## config.mk

```make
export PLATFORM = sky130hd
export DESIGN_NAME = tri_raster_scan
export DESIGN_NICKNAME = d
export VERILOG_FILES = /design/src/rtl/tri_raster_scan.sv
export SDC_FILE = /design/constraint.sdc
export NUM_CORES = 1
export LEC_CHECK = 0
export CAP_MARGIN = 0
export CORE_MARGIN = 3
export CORE_UTILIZATION = 51
export CTS_CLUSTER_DIAMETER = 40
export DETAILED_ROUTE_END_ITERATION = 8
export GPL_ROUTABILITY_DRIVEN = 0
export PLACE_DENSITY = 0.82
export SLEW_MARGIN = 0
export SYNTH_ARGS = -nofsm -noshare
export SYNTH_HDL_FRONTEND = slang
export SYNTH_SLANG_ARGS = --single-unit
export TNS_END_PERCENT = 30
```

## constraint.sdc

```tcl
create_clock -name clk -period 6.82 [get_ports clk]
set_input_delay 1.364 -clock clk [delete_from_list [all_inputs] [get_ports clk]]
set_output_delay 1.364 -clock clk [all_outputs]
set_load 0.005 [all_outputs]
```

## src/rtl/tri_raster_scan.sv

```systemverilog
// ---------------------------------------------------------------------------
// tri_raster_scan
//
// Takes one triangle, derives its three edge-function coefficients and its
// screen-clipped bounding box, then walks the box one pixel at a time in
// row-major order (y outer, x inner, both ascending). Each sample point is
// sent to an external edge evaluator. The three returned edge values are run
// through the inside test, and covered points leave as fragments over a
// valid/ready handshake. Only one evaluation is ever outstanding.
//
// Ports
//   clk, rst_n              clock, asynchronous active-low reset
//   tri_valid / tri_ready   triangle handshake (ready only while idle)
//   v0x..v2y                triangle vertices, signed fixed point
//   ef_valid                one-cycle evaluation request
//   ef_v*, ef_px/py, ef_a*, ef_b*
//                           latched vertices, sample point, coefficients;
//                           these stay constant for the whole evaluation
//   ef_done, ef_e1..3       evaluator result pulse and the three edge values
//   frag_valid / frag_ready fragment handshake
//   frag_x/y, frag_w0..2    fragment position and captured edge values
//   tri_done                one-cycle pulse when traversal finishes
// ---------------------------------------------------------------------------
module tri_raster_scan #(
    parameter int FRAC_BITS = 8,
    parameter int SCREEN_W  = 64,
    parameter int SCREEN_H  = 64
) (
    input  logic               clk,
    input  logic               rst_n,
    // triangle input
    input  logic               tri_valid,
    output logic               tri_ready,
    input  logic signed [15:0] v0x,
    input  logic signed [15:0] v0y,
    input  logic signed [15:0] v1x,
    input  logic signed [15:0] v1y,
    input  logic signed [15:0] v2x,
    input  logic signed [15:0] v2y,
    // edge evaluator request
    output logic               ef_valid,
    output logic signed [15:0] ef_v0x,
    output logic signed [15:0] ef_v0y,
    output logic signed [15:0] ef_v1x,
    output logic signed [15:0] ef_v1y,
    output logic signed [15:0] ef_v2x,
    output logic signed [15:0] ef_v2y,
    output logic signed [15:0] ef_px,
    output logic signed [15:0] ef_py,
    output logic signed [15:0] ef_a1,
    output logic signed [15:0] ef_a2,
    output logic signed [15:0] ef_a3,
    output logic signed [15:0] ef_b1,
    output logic signed [15:0] ef_b2,
    output logic signed [15:0] ef_b3,
    // edge evaluator response
    input  logic               ef_done,
    input  logic signed [31:0] ef_e1,
    input  logic signed [31:0] ef_e2,
    input  logic signed [31:0] ef_e3,
    // fragment output
    output logic               frag_valid,
    input  logic               frag_ready,
    output logic signed [15:0] frag_x,
    output logic signed [15:0] frag_y,
    output logic signed [31:0] frag_w0,
    output logic signed [31:0] frag_w1,
    output logic signed [31:0] frag_w2,
    output logic               tri_done
);

    localparam logic [2:0] S_IDLE    = 3'd0;
    localparam logic [2:0] S_SETUP   = 3'd1;
    localparam logic [2:0] S_ISSUE   = 3'd2;
    localparam logic [2:0] S_WAIT    = 3'd3;
    localparam logic [2:0] S_TEST    = 3'd4;
    localparam logic [2:0] S_EMIT    = 3'd5;
    localparam logic [2:0] S_ADVANCE = 3'd6;
    localparam logic [2:0] S_DONE    = 3'd7;

    localparam logic signed [15:0] STEP       = 16'(1 << FRAC_BITS);
    localparam logic signed [15:0] X_LIM      = 16'((SCREEN_W - 1) << FRAC_BITS);
    localparam logic signed [15:0] Y_LIM      = 16'((SCREEN_H - 1) << FRAC_BITS);
    // Clearing the fraction of a two's complement value rounds toward -inf,
    // so negative minima floor correctly too.
    localparam logic signed [15:0] FLOOR_MASK = ~16'((1 << FRAC_BITS) - 1);

    function automatic logic signed [15:0] smin3(input logic signed [15:0] a,
                                                 input logic signed [15:0] b,
                                                 input logic signed [15:0] c);
        logic signed [15:0] m;
        m = (a < b) ? a : b;
        return (c < m) ? c : m;
    endfunction

    function automatic logic signed [15:0] smax3(input logic signed [15:0] a,
                                                 input logic signed [15:0] b,
                                                 input logic signed [15:0] c);
        logic signed [15:0] m;
        m = (a > b) ? a : b;
        return (c > m) ? c : m;
    endfunction

    function automatic logic signed [15:0] clip(input logic signed [15:0] v,
                                                input logic signed [15:0] lim);
        if (v < 16'sd0)
            return 16'sd0;
        else if (v > lim)
            return lim;
        else
            return v;
    endfunction

    logic [2:0]         state;
    logic signed [15:0] xmin, xmax, ymax;
    logic signed [15:0] px, py;

    // Clipped box, derived from the vertices latched in IDLE and
    // registered in SETUP.
    logic signed [15:0] box_xlo, box_xhi, box_ylo, box_yhi;
    logic               box_empty;
    logic signed [15:0] px_next, py_next;
    logic               all_ge, all_le, any_nz, covered;

    always_comb begin
        box_xlo   = clip(smin3(ef_v0x, ef_v1x, ef_v2x) & FLOOR_MASK, X_LIM);
        box_ylo   = clip(smin3(ef_v0y, ef_v1y, ef_v2y) & FLOOR_MASK, Y_LIM);
        box_xhi   = clip(smax3(ef_v0x, ef_v1x, ef_v2x), X_LIM);
        box_yhi   = clip(smax3(ef_v0y, ef_v1y, ef_v2y), Y_LIM);
        box_empty = (box_xlo > box_xhi) || (box_ylo > box_yhi);
    end

    always_comb begin
        px_next = px + STEP;
        py_next = py + STEP;
    end

    // Inside test accepts either winding. Zero counts as inside on both
    // sides so that edge pixels are kept. The all-zero case only arises for
    // degenerate triangles, which must produce nothing.
    always_comb begin
        all_ge  = !frag_w0[31] && !frag_w1[31] && !frag_w2[31];
        all_le  = (frag_w0 <= 32'sd0) && (frag_w1 <= 32'sd0) && (frag_w2 <= 32'sd0);
        any_nz  = |{frag_w0, frag_w1, frag_w2};
        covered = (all_ge || all_le) && any_nz;
    end

    assign tri_ready  = (state == S_IDLE);
    assign ef_valid   = (state == S_ISSUE);
    assign frag_valid = (state == S_EMIT);
    assign tri_done   = (state == S_DONE);
    assign ef_px      = px;
    assign ef_py      = py;

    always_ff @(posedge clk or negedge rst_n) begin
        if (!rst_n) begin
            state   <= S_IDLE;
            ef_v0x  <= '0;
            ef_v0y  <= '0;
            ef_v1x  <= '0;
            ef_v1y  <= '0;
            ef_v2x  <= '0;
            ef_v2y  <= '0;
            ef_a1   <= '0;
            ef_a2   <= '0;
            ef_a3   <= '0;
            ef_b1   <= '0;
            ef_b2   <= '0;
            ef_b3   <= '0;
            xmin    <= '0;
            xmax    <= '0;
            ymax    <= '0;
            px      <= '0;
            py      <= '0;
            frag_x  <= '0;
            frag_y  <= '0;
            frag_w0 <= '0;
            frag_w1 <= '0;
            frag_w2 <= '0;
        end else begin
            case (state)
                S_IDLE: begin
                    if (tri_valid) begin
                        ef_v0x <= v0x;
                        ef_v0y <= v0y;
                        ef_v1x <= v1x;
                        ef_v1y <= v1y;
                        ef_v2x <= v2x;
                        ef_v2y <= v2y;
                        state  <= S_SETUP;
                    end
                end
                S_SETUP: begin
                    ef_a1 <= ef_v1y - ef_v0y;
                    ef_b1 <= ef_v0x - ef_v1x;
                    ef_a2 <= ef_v2y - ef_v1y;
                    ef_b2 <= ef_v1x - ef_v2x;
                    ef_a3 <= ef_v0y - ef_v2y;
                    ef_b3 <= ef_v2x - ef_v0x;
                    xmin  <= box_xlo;
                    xmax  <= box_xhi;
                    ymax  <= box_yhi;
                    px    <= box_xlo;
                    py    <= box_ylo;
                    state <= box_empty ? S_DONE : S_ISSUE;
                end
                S_ISSUE: begin
                    state <= S_WAIT;
                end
                S_WAIT: begin
                    if (ef_done) begin
                        frag_w0 <= ef_e1;
                        frag_w1 <= ef_e2;
                        frag_w2 <= ef_e3;
                        state   <= S_TEST;
                    end
                end
                S_TEST: begin
                    if (covered) begin
                        frag_x <= px;
                        frag_y <= py;
                        state  <= S_EMIT;
                    end else begin
                        state  <= S_ADVANCE;
                    end
                end
                S_EMIT: begin
                    // frag_x/y/w only change in TEST/WAIT, so they hold
                    // through any stall here.
                    if (frag_ready)
                        state <= S_ADVANCE;
                end
                S_ADVANCE: begin
                    if (px_next <= xmax) begin
                        px    <= px_next;
                        state <= S_ISSUE;
                    end else if (py_next <= ymax) begin
                        px    <= xmin;
                        py    <= py_next;
                        state <= S_ISSUE;
                    end else begin
                        state <= S_DONE;
                    end
                end
                S_DONE: begin
                    state <= S_IDLE;
                end
                default: begin
                    state <= S_IDLE;
                end
            endcase
        end
    end

endmodule
```

==> flow_metrics.env <==
export IMPL_worst_hold_path_type="flop to flop"
export IMPL_yosys_area_share_adder_pct=10.9
export IMPL_ant_nets=0
export IMPL_first_pass_iters=7
export IMPL_grt_overflow_total=0
export IMPL_yosys_top_cells_count="360 x dfrtp_1, 286 x nand2_1, 256 x o21ai_0, 184 x ha_1, 159 x nor2_1"
export IMPL_seq_area_frac_synth_pct=40.5
export IMPL_hold_start="ef_a1[9]"
export IMPL_synthMuxAreaShare_pct=8.55
export IMPL_hold_depth=2
export IMPL_antenna_found_initial=3
export IMPL_utilization_pct=72.0
export IMPL_fp_row_count=75
export IMPL_dieWidth_um=215
export IMPL_worstHoldEndpoint="ef_a1[9]"
export IMPL_synth_edf_count=0
export IMPL_yosysMostFrequentCell="dfrtp_1"
export IMPL_coreArea_mm2=0.0425
export IMPL_hpwl_mm=59.3
export IMPL_area_growth_pct=37.7
export IMPL_routed_via_density=5.97
export IMPL_cts_tree="built"
export IMPL_maxUsedRoutingLayer="met4"
export IMPL_ctsLongestPathBuffers=3
export IMPL_synth_top_area_cell="dfrtp_1"
export IMPL_route_met3_wl_mm=6.34
export IMPL_htree_levels=2
export IMPL_met1_length_mm=29.8
export IMPL_reg2reg_depth=28
export IMPL_io_buffers=520
export IMPL_drt_initial_drc_count=2143
export IMPL_finalHoldViolCount=0
export IMPL_synth_top_area_share_pct=40.5
export IMPL_slew_violations=0
export IMPL_syn_inst=2410
export IMPL_numCtsBuffers=58
export IMPL_clk_latency_ns=0.62
export IMPL_status="finished, final reports clean"
export IMPL_cpMaxStageDelayCell="or4_4"
export IMPL_drv_cap=0
export IMPL_die_h_um=215
export IMPL_start_util_pct=52.3
export IMPL_nNetsFinal=3364
export IMPL_worst_slew_pin_slew_ns=1.28
export IMPL_ys_flop_type="dfrtp_1"
export IMPL_startpoint_type="flop"
export IMPL_setup_viol=0
export IMPL_syn_area_mm2=0.0222
export IMPL_finalCriticalPeriod_ns=6.57
export IMPL_wirelength_mm=79.9
export IMPL_synth_cell_types=79
export IMPL_die_area_mm2=0.0461
export IMPL_cts_sink_count=360
export IMPL_drc=0
export IMPL_cp_arrival_ns=7.05
export IMPL_synth_top_family_by_area="compound AO/OA/AOI/OAI gates"
export IMPL_yosys_area_share_simple_pct=14.9
export IMPL_period_share_pct=96.4
export IMPL_grt_max_degree=166
export IMPL_wl_met2_mm=39.0
export IMPL_grt_pass1_vias=21600
export IMPL_fmax_ghz=0.152
export IMPL_r2r_start="ef_v0y[0]"
export IMPL_setup_worst_path_end_class="flop"
export IMPL_area_sequential_mm2=0.00901
export IMPL_synthTopCellsByArea="dfrtp_1 41%, ha_1 10%, mux2_2 6.8%"
export IMPL_drive_gt1_share_pct=12.2
export IMPL_synth_compound_area_share_pct=16.7
export IMPL_nFillCells=3049
export IMPL_critPathMaxStageDelay_ns=0.44
export IMPL_multiInputGateArea_mm2=0.0124
export IMPL_critical_path_required_ns=7.30
export IMPL_clk_pin_slew_worst_paths_ns=0.05
export IMPL_wl_per_cell_um=22.2
export IMPL_ys_seq_elements=360
export IMPL_criticalPathCategory="flop to flop"
export IMPL_synth_warnings=0
export IMPL_ios=553
export IMPL_worstPathMaxFanout=19
export IMPL_cts_root_buffer="clkbuf_16"
export IMPL_grt_pass1_wl_mm=122
export IMPL_finClkSkew_ns=0.0315
export IMPL_synthXorXnorAreaFrac_pct=3.23
export IMPL_track_usage_pct=33.1
export IMPL_slew_headroom_pct=14.8
export IMPL_async_flop_share_pct=100
export IMPL_vias=21500
export IMPL_synth_area_per_cell_um2=9.23
export IMPL_r2r_slack_ns=0.25
export IMPL_r2r_end="state[2]"
==> worst max-delay path by stage <==
stage               slack [ns]  endpoint  depth (start not counted)       from
finish                    0.25  state[2]                         28  ef_v0y[0]
CTS                       0.05  state[2]                         28  ef_v0y[8]
detailed placement       -0.03  state[2]                         27  ef_v0y[0]
floorplan                 0.56  state[2]                         28  ef_v1y[0]
global placement          0.21  state[0]                         29  ef_v0x[0]
global route             -0.08  state[2]                         31  ef_v0x[0]
==> through the flow <==
stage / instances / cell area [um2] / worst slack [ns] / hold slack, ns / setup TNS (ns)
final: 3605 / 30600 / 0.247 / 0.479 / 0
after global routing: 3605 / 30600 / -0.0754 / 0.496 / -0.135
after floorplan: 2444 / 22400 / 0.557 / 0.442 / 0
after detailed placement: 3475 / 28200 / -0.0280 / 0.465 / -0.0420
after global placement: 3475 / 28200 / 0.212 / 0.462 / 0
after CTS: 3586 / 30300 / 0.0459 / 0.477 / 0
==> registers in the layout, summed over array words and instances, names as in the netlist, 7 cells and up <==
register,cells
ef_px,8
ef_b2,16
ef_a3,16
ef_a2,16
ef_v1x,16
ymax,15
ef_v2y,16
ef_a1,16
frag_w1,32
ef_v0x,16
ef_py,8
ef_b1,16
ef_v2x,16
frag_w0,32
ef_v0y,16
frag_y,8
ef_b3,16
ef_v1y,16
xmax,15
frag_x,8
frag_w2,32
xmin,7
==> worst max-delay path: cells and delay by family (launching register included) <==
family                     cells  cell delay (ns)
AOI/OAI and AO/OA             15             2.80
and+or+nand+nor                5             0.99
buffers and inverters          2             0.38
adders and majority gates      4             1.24
DFF                            1             0.38
muxes                          2             0.64
==> kinds of logic (layout without fill, tap and decap cells) <==
kind of cell | count (synthesis) | in the layout
simple gates | 715 | 715
compound gates | 617 | 620
flops | 360 | 360
buf+inv | 274 | 852
fa+ha+maj | 190 | 190
mux | 170 | 170
xor+xnor | 82 | 82
other cells | 2 | 39
==> cell type report <==
cell class | count | area share, %
Multi-Input combinational cell | 1813 | 40.6
Sequential cell | 360 | 29.4
Timing Repair Buffer | 594 | 19.0
Clock buffer | 68 | 5.06
Tap cell | 577 | 2.36
Inverter | 150 | 1.84
Clock inverter | 40 | 1.76
Antenna cell | 3 | 0.0245
==> placed cells by master (no fill, tap or decap), types with 12 or more instances in the layout <==
master and instances:
nand4_1 31, nor2_1 156, a31oi_1 17, nor3_1 49, o21ai_0 254, and3_1 23, a21oi_1 155, clkdlybuf4s50_1 519
nand3_1 40, clkbuf_16 59, xnor2_1 36, mux2i_1 31, buf_4 70, nor4_1 36, nand2b_1 18, o31ai_1 19
conb_1 36, a21o_1 42, dfrtp_1 357, o21ai_1 13, mux2_2 135, inv_1 149, xor2_1 46, nor2b_1 21
nand2_1 286, ha_1 183, o2111ai_1 12, a211oi_1 13
==> what timing repair did <==
item / CTS / global route
setup endpoints to repair: 2 / 2
pin swaps: 1 / 12
setup buffers: 3 / 13
gates cloned: 0 / 3
endpoints found under the hold margin: 0 / 0
hold buffers: 0 / 0
gates resized for setup: 2 / 33
==> metal layers <==
metal	up-vias	global-route usage, %
li1	9657	-
met1	10400	38.6
met2	1146	57.4
met3	333	7.39
met4	0	17.1
met5	-	0
Power is left out: the tool's default activity adds up to more than one toggle a clock period on the data nets, which glitch-free logic cannot reach.
